**src/rtl/proc_ctrl_pkg.sv**
```systemverilog
// Shared definitions for the processor configuration controllers: sequencer
// FSM states, the datapath mode encoding and default sizing.
package proc_ctrl_pkg;

    typedef enum logic [1:0] {
        ST_IDLE  = 2'd0,
        ST_SETUP = 2'd1,
        ST_RUN   = 2'd2,
        ST_DONE  = 2'd3
    } seq_state_e;

    localparam logic [1:0] MODE_0 = 2'd0;
    localparam logic [1:0] MODE_1 = 2'd1;
    localparam logic [1:0] MODE_2 = 2'd2;
    localparam logic [1:0] MODE_3 = 2'd3;

    localparam int DEF_LEN_W      = 8;
    localparam int DEF_SETTLE_CYC = 2;

endpackage

```
**src/rtl/proc_settle_timer.sv**
```systemverilog
// Loadable down-counter; expired is high while the count sits at zero.
module proc_settle_timer #(
    parameter int CNT_W = 2
) (
    input  logic             clk,
    input  logic             rst,
    input  logic             load,
    input  logic [CNT_W-1:0] load_val,
    input  logic             en,
    output logic             expired
);

    logic [CNT_W-1:0] count_r;

    assign expired = (count_r == {CNT_W{1'b0}});

    // Load has priority; counting stops at zero.
    always_ff @(posedge clk or posedge rst) begin
        if (rst) begin
            count_r <= {CNT_W{1'b0}};
        end else if (load) begin
            count_r <= load_val;
        end else if (en && !expired) begin
            count_r <= count_r - CNT_W'(1);
        end else begin
            count_r <= count_r;
        end
    end

endmodule

```
**src/rtl/proc_job_sequencer.sv**
```systemverilog
// Job-level controller: applies a job's mode/bypass while the datapath is
// stalled, waits a settle window, then passes exactly the requested beats.
module proc_job_sequencer
    import proc_ctrl_pkg::*;
#(
    parameter int DATA_W     = 8,
    parameter int LEN_W      = DEF_LEN_W,
    parameter int SETTLE_CYC = DEF_SETTLE_CYC
) (
    input  logic              clk,
    input  logic              rst,
    input  logic              cfg_valid,
    output logic              cfg_ready,
    input  logic [1:0]        cfg_mode,
    input  logic              cfg_bypass,
    input  logic [LEN_W-1:0]  cfg_len,
    input  logic              abort,
    output logic [1:0]        dp_mode,
    output logic              dp_bypass_en,
    input  logic              dp_valid,
    output logic              dp_ready,
    input  logic [DATA_W-1:0] dp_data,
    output logic              m_valid,
    input  logic              m_ready,
    output logic [DATA_W-1:0] m_data,
    output logic              m_last,
    output logic              busy,
    output logic              done,
    output logic              aborted,
    output logic [LEN_W-1:0]  beat_cnt
);

    localparam bit HAS_SETTLE = (SETTLE_CYC > 0);
    localparam int TMR_W      = (SETTLE_CYC > 1) ? $clog2(SETTLE_CYC) : 1;
    localparam logic [TMR_W-1:0] SETTLE_LOAD =
        HAS_SETTLE ? TMR_W'(SETTLE_CYC - 1) : {TMR_W{1'b0}};

    seq_state_e        state_r, state_s;
    logic [LEN_W-1:0]  len_r;
    logic [LEN_W-1:0]  beat_cnt_r;
    logic [1:0]        mode_r;
    logic              bypass_r;
    logic              aborted_r;
    logic              run_s, setup_s, accept_s, hs_s, last_s, tmr_expired_s;
    logic              abort_exit_s;

    assign run_s     = (state_r == ST_RUN);
    assign setup_s   = (state_r == ST_SETUP);
    assign cfg_ready = (state_r == ST_IDLE);
    assign accept_s  = cfg_valid & cfg_ready;

    // Beats flow only in RUN; elsewhere the datapath is held stalled.
    assign m_valid   = run_s & dp_valid;
    assign dp_ready  = run_s & m_ready;
    assign m_data    = dp_data;
    assign hs_s      = m_valid & m_ready;
    assign last_s    = (beat_cnt_r == (len_r - LEN_W'(1)));
    assign m_last    = m_valid & last_s;

    assign busy         = (state_r != ST_IDLE);
    assign done         = (state_r == ST_DONE);
    assign aborted      = aborted_r;
    assign beat_cnt     = beat_cnt_r;
    assign dp_mode      = mode_r;
    assign dp_bypass_en = bypass_r;

    // Completion of the final beat outranks a simultaneous abort.
    assign abort_exit_s = abort & (setup_s | (run_s & ~(hs_s & last_s)));

    proc_settle_timer #(
        .CNT_W (TMR_W)
    ) u_settle (
        .clk      (clk),
        .rst      (rst),
        .load     (accept_s),
        .load_val (SETTLE_LOAD),
        .en       (setup_s),
        .expired  (tmr_expired_s)
    );

    // Next-state selection.
    always_comb begin
        state_s = state_r;
        case (state_r)
            ST_IDLE: begin
                if (accept_s) begin
                    if (cfg_len == {LEN_W{1'b0}}) begin
                        state_s = ST_DONE;
                    end else if (HAS_SETTLE) begin
                        state_s = ST_SETUP;
                    end else begin
                        state_s = ST_RUN;
                    end
                end else begin
                    state_s = ST_IDLE;
                end
            end
            ST_SETUP: begin
                if (abort_exit_s || tmr_expired_s) begin
                    state_s = abort_exit_s ? ST_DONE : ST_RUN;
                end else begin
                    state_s = ST_SETUP;
                end
            end
            ST_RUN: begin
                if ((hs_s && last_s) || abort_exit_s) begin
                    state_s = ST_DONE;
                end else begin
                    state_s = ST_RUN;
                end
            end
            ST_DONE:  state_s = ST_IDLE;
            default:  state_s = ST_IDLE;
        endcase
    end

    // State register and job-completion flag.
    always_ff @(posedge clk or posedge rst) begin
        if (rst) begin
            state_r   <= ST_IDLE;
            aborted_r <= 1'b0;
        end else begin
            state_r <= state_s;
            if (state_s == ST_DONE) begin
                aborted_r <= abort_exit_s;
            end else begin
                aborted_r <= aborted_r;
            end
        end
    end

    // Job descriptor capture and delivered-beat counter.
    always_ff @(posedge clk or posedge rst) begin
        if (rst) begin
            len_r      <= {LEN_W{1'b0}};
            mode_r     <= 2'd0;
            bypass_r   <= 1'b0;
            beat_cnt_r <= {LEN_W{1'b0}};
        end else if (accept_s) begin
            len_r      <= cfg_len;
            mode_r     <= cfg_mode;
            bypass_r   <= cfg_bypass;
            beat_cnt_r <= {LEN_W{1'b0}};
        end else if (hs_s) begin
            beat_cnt_r <= beat_cnt_r + LEN_W'(1);
        end else begin
            beat_cnt_r <= beat_cnt_r;
        end
    end

endmodule

```
**config.mk**
```make
export PLATFORM = sky130hd
export DESIGN_NAME = proc_job_sequencer
export DESIGN_NICKNAME = d
export VERILOG_FILES = /design/src/rtl/proc_ctrl_pkg.sv /design/src/rtl/proc_settle_timer.sv /design/src/rtl/proc_job_sequencer.sv
export SDC_FILE = /design/constraint.sdc
export NUM_CORES = 1
export LEC_CHECK = 0
export CAP_MARGIN = 20
export CORE_MARGIN = 3
export CORE_UTILIZATION = 44
export CTS_CLUSTER_SIZE = 30
export DETAILED_ROUTE_END_ITERATION = 10
export PLACE_DENSITY = 0.79
export RECOVER_POWER = 50
export SLEW_MARGIN = 20
export SYNTH_ARGS = -nofsm -noshare
export SYNTH_HDL_FRONTEND = slang
export SYNTH_SLANG_ARGS = --single-unit
```
**constraint.sdc**
```tcl
create_clock -name clk -period 2.75 [get_ports clk]
set_clock_uncertainty 0.2 [all_clocks]
set_input_delay 0.275 -clock clk [delete_from_list [all_inputs] [get_ports clk]]
set_output_delay 0.275 -clock clk [all_outputs]
set_load 0.005 [all_outputs]
```
# Word level (Yosys, flattened, before mapping)
# Index checks and enable logic that the tools add are counted.
[totals]
input_bits = 25
output_inout_bits = 26
ff_bits = 23
[classes]
add_sub_neg = 3
reduce_logical = 9
eq_ne = 5
bitwise_logic = 11
n_mux = 10
[ops]
columns = ["operator", "count"]
rows = [
  ["$mux 8", 2],
  ["$add 8x1->8 const B", 1],
  ["$and 1x1->1", 8],
  ["$eq 8x8->1", 1],
  ["$logic_not 8->1", 1],
  ["$pmux 2 s4", 1],
  ["$sub 8x1->8 const B", 1],
  ["$eq 2x2->1 const B", 3],
  ["$mux 2", 3],
  ["$reduce_bool 2->1", 3],
  ["$mux 1", 4],
  ["$eq 2x1->1 const B", 1],
  ["$logic_and 1x1->1", 2],
  ["$logic_not 2->1", 1],
  ["$logic_or 1x1->1", 2],
  ["$not 1->1", 2],
  ["$or 1x1->1", 1],
  ["$sub 1x1->1 const B", 1],
]

# Logic depth before layout (Yosys ltp)
[logic_depth]
depth_word = 12
depth_mapped = 7
ltp_nobuf = 7

# Hierarchy
# A second synthesis with hierarchy kept.
[hier_totals]
cells_unflattened = 140
hier_area_um2 = 1368.8
[modules_own_cells]
columns = ["module", "area_per_inst_um2", "seq_area_each_um2", "n_inst", "cells_each"]
rows = [
  ["proc_job_sequencer", 1320.0, 550.5, 1, 135],
  ["proc_settle_timer", 48.8, 25.0, 1, 5],
]

# Worst setup path before layout
# Ideal clock, no wire load.
[synth_path]
path_type = "register -> output"
from = "reg len_r[0]"
to = "out m_last"
required_time_ps = 2275
n_path_buf = 0
stages_incl_launch_ff = 7
t_arrival_ps = 1690
slack_ps = 585
path_cell_list = "dfrtp_1 inv_1 ha_1 or3b_1 nor4_1 o2111ai_2 a211oi_2"
[synth_via]
elab_chain_cells = 3
[synth_rtl]
columns = ["element", "line_no", "source"]
rows = [
  ["start, declared", "proc_job_sequencer.sv:39", "logic [LEN_W-1:0] len_r;"],
  ["start signal, assigned", "proc_job_sequencer.sv:135", "len_r <= {LEN_W{1'b0}};"],
  ["start signal, assigned", "proc_job_sequencer.sv:140", "len_r <= cfg_len;"],
  ["$sub 8x1->8", "proc_job_sequencer.sv:57", "assign last_s = (beat_cnt_r == (len_r - LEN_W'(1)));"],
  ["$eq 8x8->1", "proc_job_sequencer.sv:57", ""],
  ["$and 1x1->1", "proc_job_sequencer.sv:58", "assign m_last = m_valid & last_s;"],
  ["end, declared", "proc_job_sequencer.sv:26", "output logic m_last,"],
]
# No other way between the ends.

# Worst setup path in the final report
[layout_path]
from = "reg len_r[1]"
to = "out m_last"
# The elaborated chain is that of the path after synthesis.

==> summary.md <==
| Metric | Value |
|---|---|
| Max FO, Critical Path | 4 |
| CTS Sinks | 23 |
| Residual DRC | 0 |
| Post-layout min period | 2.66 ns |
| Synth Area per Inst | 10.3 µm² |
| Area of the multi-input gates | 722 µm² |
| RSZ-0062 raised after global routing | no |
| Clk pin slew, worst setup/hold paths | 0.15 ns |
| Hold_sp | dp_mode[0] |
| Root Buffer | clkbuf_4 |
| Max H-tree Level | 1 |
| Hpwl dp | 2430 µm |
| Chip height | 62.8 µm |
| PwrDens | 870 nW/µm² |
| Final WS setup | 0.0857 ns |
| Critical path required time | 2.28 ns |
| Post-synth EDFFs | 0 |
| Headroom to the max-slew limit | 0.421 |
| # IOs | 51 |
| Final Cycle Share | 0.969 |
| Die W | 62.8 µm |
| Reg2reg path depth | 9 |
| Vias | 1145 |
| Layout area overhead | 26.5% |
| Nature of the critical path startpoint | flop |
| Worst slew pin tran | 0.868 ns |
| Core ar. | 2900 µm² |
| Initial antenna violation count | 0 |
| # rows | 19 |
| Post-layout util | 0.619 |
| Final count of negative-setup-slack endpoints | 0 |
| R2R Path End | state_r[0] |
| First-pass GRT wire length | 5420 µm |
| Post-place setup slack | -0.00251 ns |
| Worst EP arrival | 2.19 ns |
| GP Congestion | 0.761 |
| Main synth FF type | dfrtp_1 |
| Crit. End Element | primary output |
| Post-route ant nets | 0 |
| Placed Instance Area | 1740 µm² |
| Nets@finish | 198 |
| Worst-case clock buffer depth | 2 |
| #FFs+latches synth | 23 |
| Synth cell types | 48 |
| Crit Path Class | reg -> out |
| WL final | 3150 µm |
| Max-Cap Viols | 0 |
| Critical Path Start | len_r[1] |
| Tot GR Track Use | 0.172 |
| Filler cells | 251 |
| Yosys warnings | 0 |
| Status | completed |
| Cell area after layout | 1800 µm² |
| Initial Utilization | 0.489 |
| Die area | 3940 µm² |
| Reg2reg start | len_r[0] |
| R2R Setup Slk | 0.38 ns |
| Synth top area cells | dfrtp_1 (41%), mux2_1 (7.1%), xnor2_1 (6.2%) |
| Slew Limit Fails | 0 |
| Leak | 0.000725 µW |
| Grt total ovfl | 0 |
| Peak VDD IR | 0.569 mV |
| Netlist Area Pre-Place | 1420 µm² |
| TritonCTS clock tree | yes |
| Synth area leader | dfrtp_1 |
| Top-area cell type share of the netlist area | 0.406 |
| Clk_lat worst skew | 0.33 ns |
| Seq/Total Area, Yosys | 0.406 |
| Gate count of the mapped netlist | 138 |
| Antenna Cells | 0 |
| Hold Crit Class | reg -> reg |
| Hold_ws | 0.302 ns |
| Routed len/inst | 14.9 µm |
| Net Count, Synth | 165 |
| Vias in the first global route | 1141 |
| Register area | 576 µm² |
| Num CTS Buffers | 3 |
| 1st-iter DRT viols | 50 |
| CTS Hold Buffers Added | 0 |
| Setup crit end | m_last |
| Final hold violation count | 0 |
| Largest net degree at the start of global routing | 24 |
| DR vias/cell | 5.40 |
| Port-buffer cells | 34 |
| Fmax | 375 MHz |
| Total power | 1560 µW |
| Ys async rst share | 1.00 |
| Ratio of cells with drive above 1 in the final layout | 0.135 |
| Drt pass-1 iters | 4 |
[cell usage after synthesis, drive strengths merged, types with 3 or more instances]
cell / instances
and2: 3
buf: 10
clkbuf: 4
dfrtp: 23
inv: 6
mux2: 9
nand2: 6
nand4: 3
nor2: 16
nor3b: 3
nor4: 3
o21ai: 3
xnor2: 10
xor2: 5
[stage by stage]
step	setup TNS (ns)	cells
after floorplan	0	138
after global placement	0	205
after detailed placement	-0.00251	205
after CTS	0	212
after global routing	0	212
final	0	212
[report_power, final]
| group | internal [µW] | switching, µW |
|---|---|---|
| combinational | 444 | 344 |
| clock | 54.8 | 118 |
| sequential | 461 | 141 |
[logic make-up after synthesis]
| kind of cell | count (synthesis) | share of synthesized area |
|---|---|---|
| AOI/OAI and AO/OA | 19 | 0.108 |
| xor gates and xnor gates | 15 | 0.0926 |
| adders and majority gates | 2 | 0.0176 |
| buffers and inverters | 20 | 0.0944 |
| DFF | 23 | 0.406 |
| muxes | 10 | 0.0785 |
| and+or+nand+nor | 49 | 0.204 |
[worst max-delay path, cell delays in order, from the launching register on]
cell and delay [ns]:
dfrtp_1 0.43, or4_4 0.58, nor4b_2 0.24, and4bb_1 0.25, a211oi_2 0.22, buf_2 0.15
[routing by layer]
| layer | track usage | up-vias | part of all wire |
|---|---|---|---|
| met5 | 0 | - | 0 |
| met4 | 0.0771 | 0 | 0.017 |
| met3 | 0.0342 | 7 | 0.058 |
| met2 | 0.285 | 38 | 0.50 |
| met1 | 0.217 | 555 | 0.42 |
| li1 | - | 545 | - |
[final cells by class]
cell class              count  share of cell area
multi-input cells          95               0.402
flip-flops and latches     23               0.321
clock inverters             1             0.00279
clock buffers               3              0.0125
repair buffers             42               0.220
well taps                  42              0.0293
inverters                   6              0.0125
[sequential cells by signal (all words and copies together) (netlist names)]
register          count
dp_mode               2
dp_bypass_en          1
u_settle.count_r      1
beat_cnt              8
len_r                 8
aborted               1
state_r               2
[worst min path at each step]
stage / end / slack (ns) / cells past startpoint
2_1_floorplan: aborted / 0.08 / 1
3_3_place_gp: dp_bypass_en / 0.27 / 1
3_5_place_dp: dp_mode[0] / 0.28 / 1
4_1_cts: len_r[5] / 0.24 / 2
5_1_grt: dp_mode[0] / 0.33 / 1
6_report: dp_mode[0] / 0.30 / 1
[layout by cell type, fill, tap and decap left out, types with 4 or more instances in the layout]
| cell type | count |
|---|---|
| inv_1 | 5 |
| xnor2_1 | 10 |
| xor2_1 | 5 |
| mux2_1 | 9 |
| nor2_1 | 16 |
| dfrtp_1 | 23 |
| dlygate4sd3_1 | 4 |
| nand2_1 | 6 |
| clkdlybuf4s50_1 | 29 |
| buf_4 | 8 |
[repair_timing]
item,4_1_cts,5_1_grt
endpoints found under the setup margin,1,1
buffers inserted,3,0
pin swaps,2,1
resized for setup,5,1
Power figures use the tool's default switching activity.
==> edit, RTL diff (same flow settings) <==
Re-encode `seq_state_e` (4 states) as one-hot, 4 bits wide.
--- a/src/rtl/proc_ctrl_pkg.sv
+++ b/src/rtl/proc_ctrl_pkg.sv
@@ -3,9 +3,9 @@
 package proc_ctrl_pkg;
 
-    typedef enum logic [1:0] {
-        ST_IDLE  = 2'd0,
-        ST_SETUP = 2'd1,
-        ST_RUN   = 2'd2,
-        ST_DONE  = 2'd3
+    typedef enum logic [3:0] {
+        ST_IDLE  = 4'b0001,
+        ST_SETUP = 4'b0010,
+        ST_RUN   = 4'b0100,
+        ST_DONE  = 4'b1000
     } seq_state_e;
 
Function: same outputs for any inputs over 10 cycles, from zero or initial values and one cycle with rst high; not proved beyond that.
==> edit against the original RTL <==
- cell area is 5.2% higher
- critical path depth stayed put
- largest cell class unchanged
- via count is 7.9% higher
- synthesized area is 2.6% higher
- setup slack better by 0.035 ns
- sequential cell count is 2 higher
- total power is 8.8% lower
- routed wire length is 4.3% higher
- combinational power is 12% lower
- largest power group unchanged
- core utilization is 1.1 points lower
==> edit: results (changes against the original RTL) <==
Slew @ Worst Pin=1.319 ns (+0.4508 ns); Synth Area in Compound Gates=0.09192 (-0.01566); clk_lat worst skew=0.31 ns (-0.02 ns); fin crit period=2.630 ns (-0.03471 ns); DRT met1 WL=1.380 mm (+3.4%); crit path max fanout=2 (-2); commonest cells in the netlist=nand2_1, dfrtp_1, xnor2_1; Placed Cells=238 (+16%); Max IR drop VDD=0.0004121 V (-28%); Inverters=7 (+1); synthesized netlist cell count=162 (+17%); global-route usage over all layers=0.1724 (about the same); vias in the first global route=1232 (+8.0%); clkbuf count=4 (+1); Synth Area in XOR/XNOR=0.1082 (+0.01565); Setup WS pre-CTS=-0.1305 ns (-0.1280 ns); buffering overhead=0.2333 (+0.01306); worst hold margin=0.2954 ns (-0.006474 ns); GR Util met2=0.3038 (+0.01883); multi-input combinational area share=0.3777 (-0.02436); vias per cell=5.061 (-6.3%); flops & latches, synth=25 (+8.7%); met1 Track Usage GR=0.2144 (-0.002352); Syn Nets=189 (+15%); Post-CTS Resized=4 (-1); Adder-Cell Fraction of Synth Area=0.01718 (-0.0004546); Final #Nets=228 (+15%); wire per inst=13.48 microns (-9.3%); DRT iter0 DRCs=60 (+20%); mux cell area share after synthesis=0.006873 (-0.07161); Multi-Input Combinational=115 (+21%); Worst R2R Setup Slack=0.50 ns (+0.12 ns); Setup Fix Bufs, Post-CTS=2 (-1); final setup TNS=0 ns (unchanged); FILL cells=278 (+11%); metal3 WL=128 microns (-30%); Detailed Place HPWL=2.639 mm (+8.6%); status=finished clean; first-pass GRT wire length=5.664 mm (+4.6%); Reg clk slew, reported paths=0.13 ns (-0.02 ns); met2 WL=1.743 mm (+10%); I/O Buffers=34 (unchanged); Non-clk bufs=49 (+17%); synth top area cells=dfrtp_1, nand2_1, xnor2_1; post-synthesis sequential area ratio=0.4304 (+0.02477); critical path's largest stage delay=0.56 ns (-0.02 ns); Unique masters post-synth=35 (-27%); fraction of area in registers=0.3320 (+0.01145); M3 GR Usage=0.02852 (-0.005652); prevailing post-synth register cell=dfrtp_1; share of cells above drive strength 1=0.1050 (-0.03029); area delta synth->final=29.64%
edit: changes by cell type in the layout (fill, tap and decap cells not counted), sizes merged, moves of 3 or more:
cell    before  now
nor3b        3    0
nor3         1    5
nand2        6   38
mux2         9    0
clkbuf       3    6
a21oi        2    5
buf          9   14
nor4b        1    4
nor2        16   11
or4          1    4
edit: where the power goes:
part	switching (mW)	internal [mW]
Combinational	0.362	0.333
Clock	0.105	0.0566
Sequential	0.0893	0.480
edit: worst paths after layout:
| check | startpoint | end |
|---|---|---|
| worst max register to register | state_r[0]$_DFF_PP1_ | len_r[0]$_DFFE_PP0P_ |
| min in group asynchronous | rst | dp_mode[1]$_DFFE_PP0P_ |
| worst min register to register | dp_bypass_en$_DFFE_PP0P_ | dp_bypass_en$_DFFE_PP0P_ |
| worst max-delay path | state_r[1]$_DFF_PP0_ | m_last |
| max in group asynchronous | rst | beat_cnt[6]$_DFFE_PP0P_ |
| worst min-delay path | cfg_mode[0] | dp_mode[0]$_DFFE_PP0P_ |
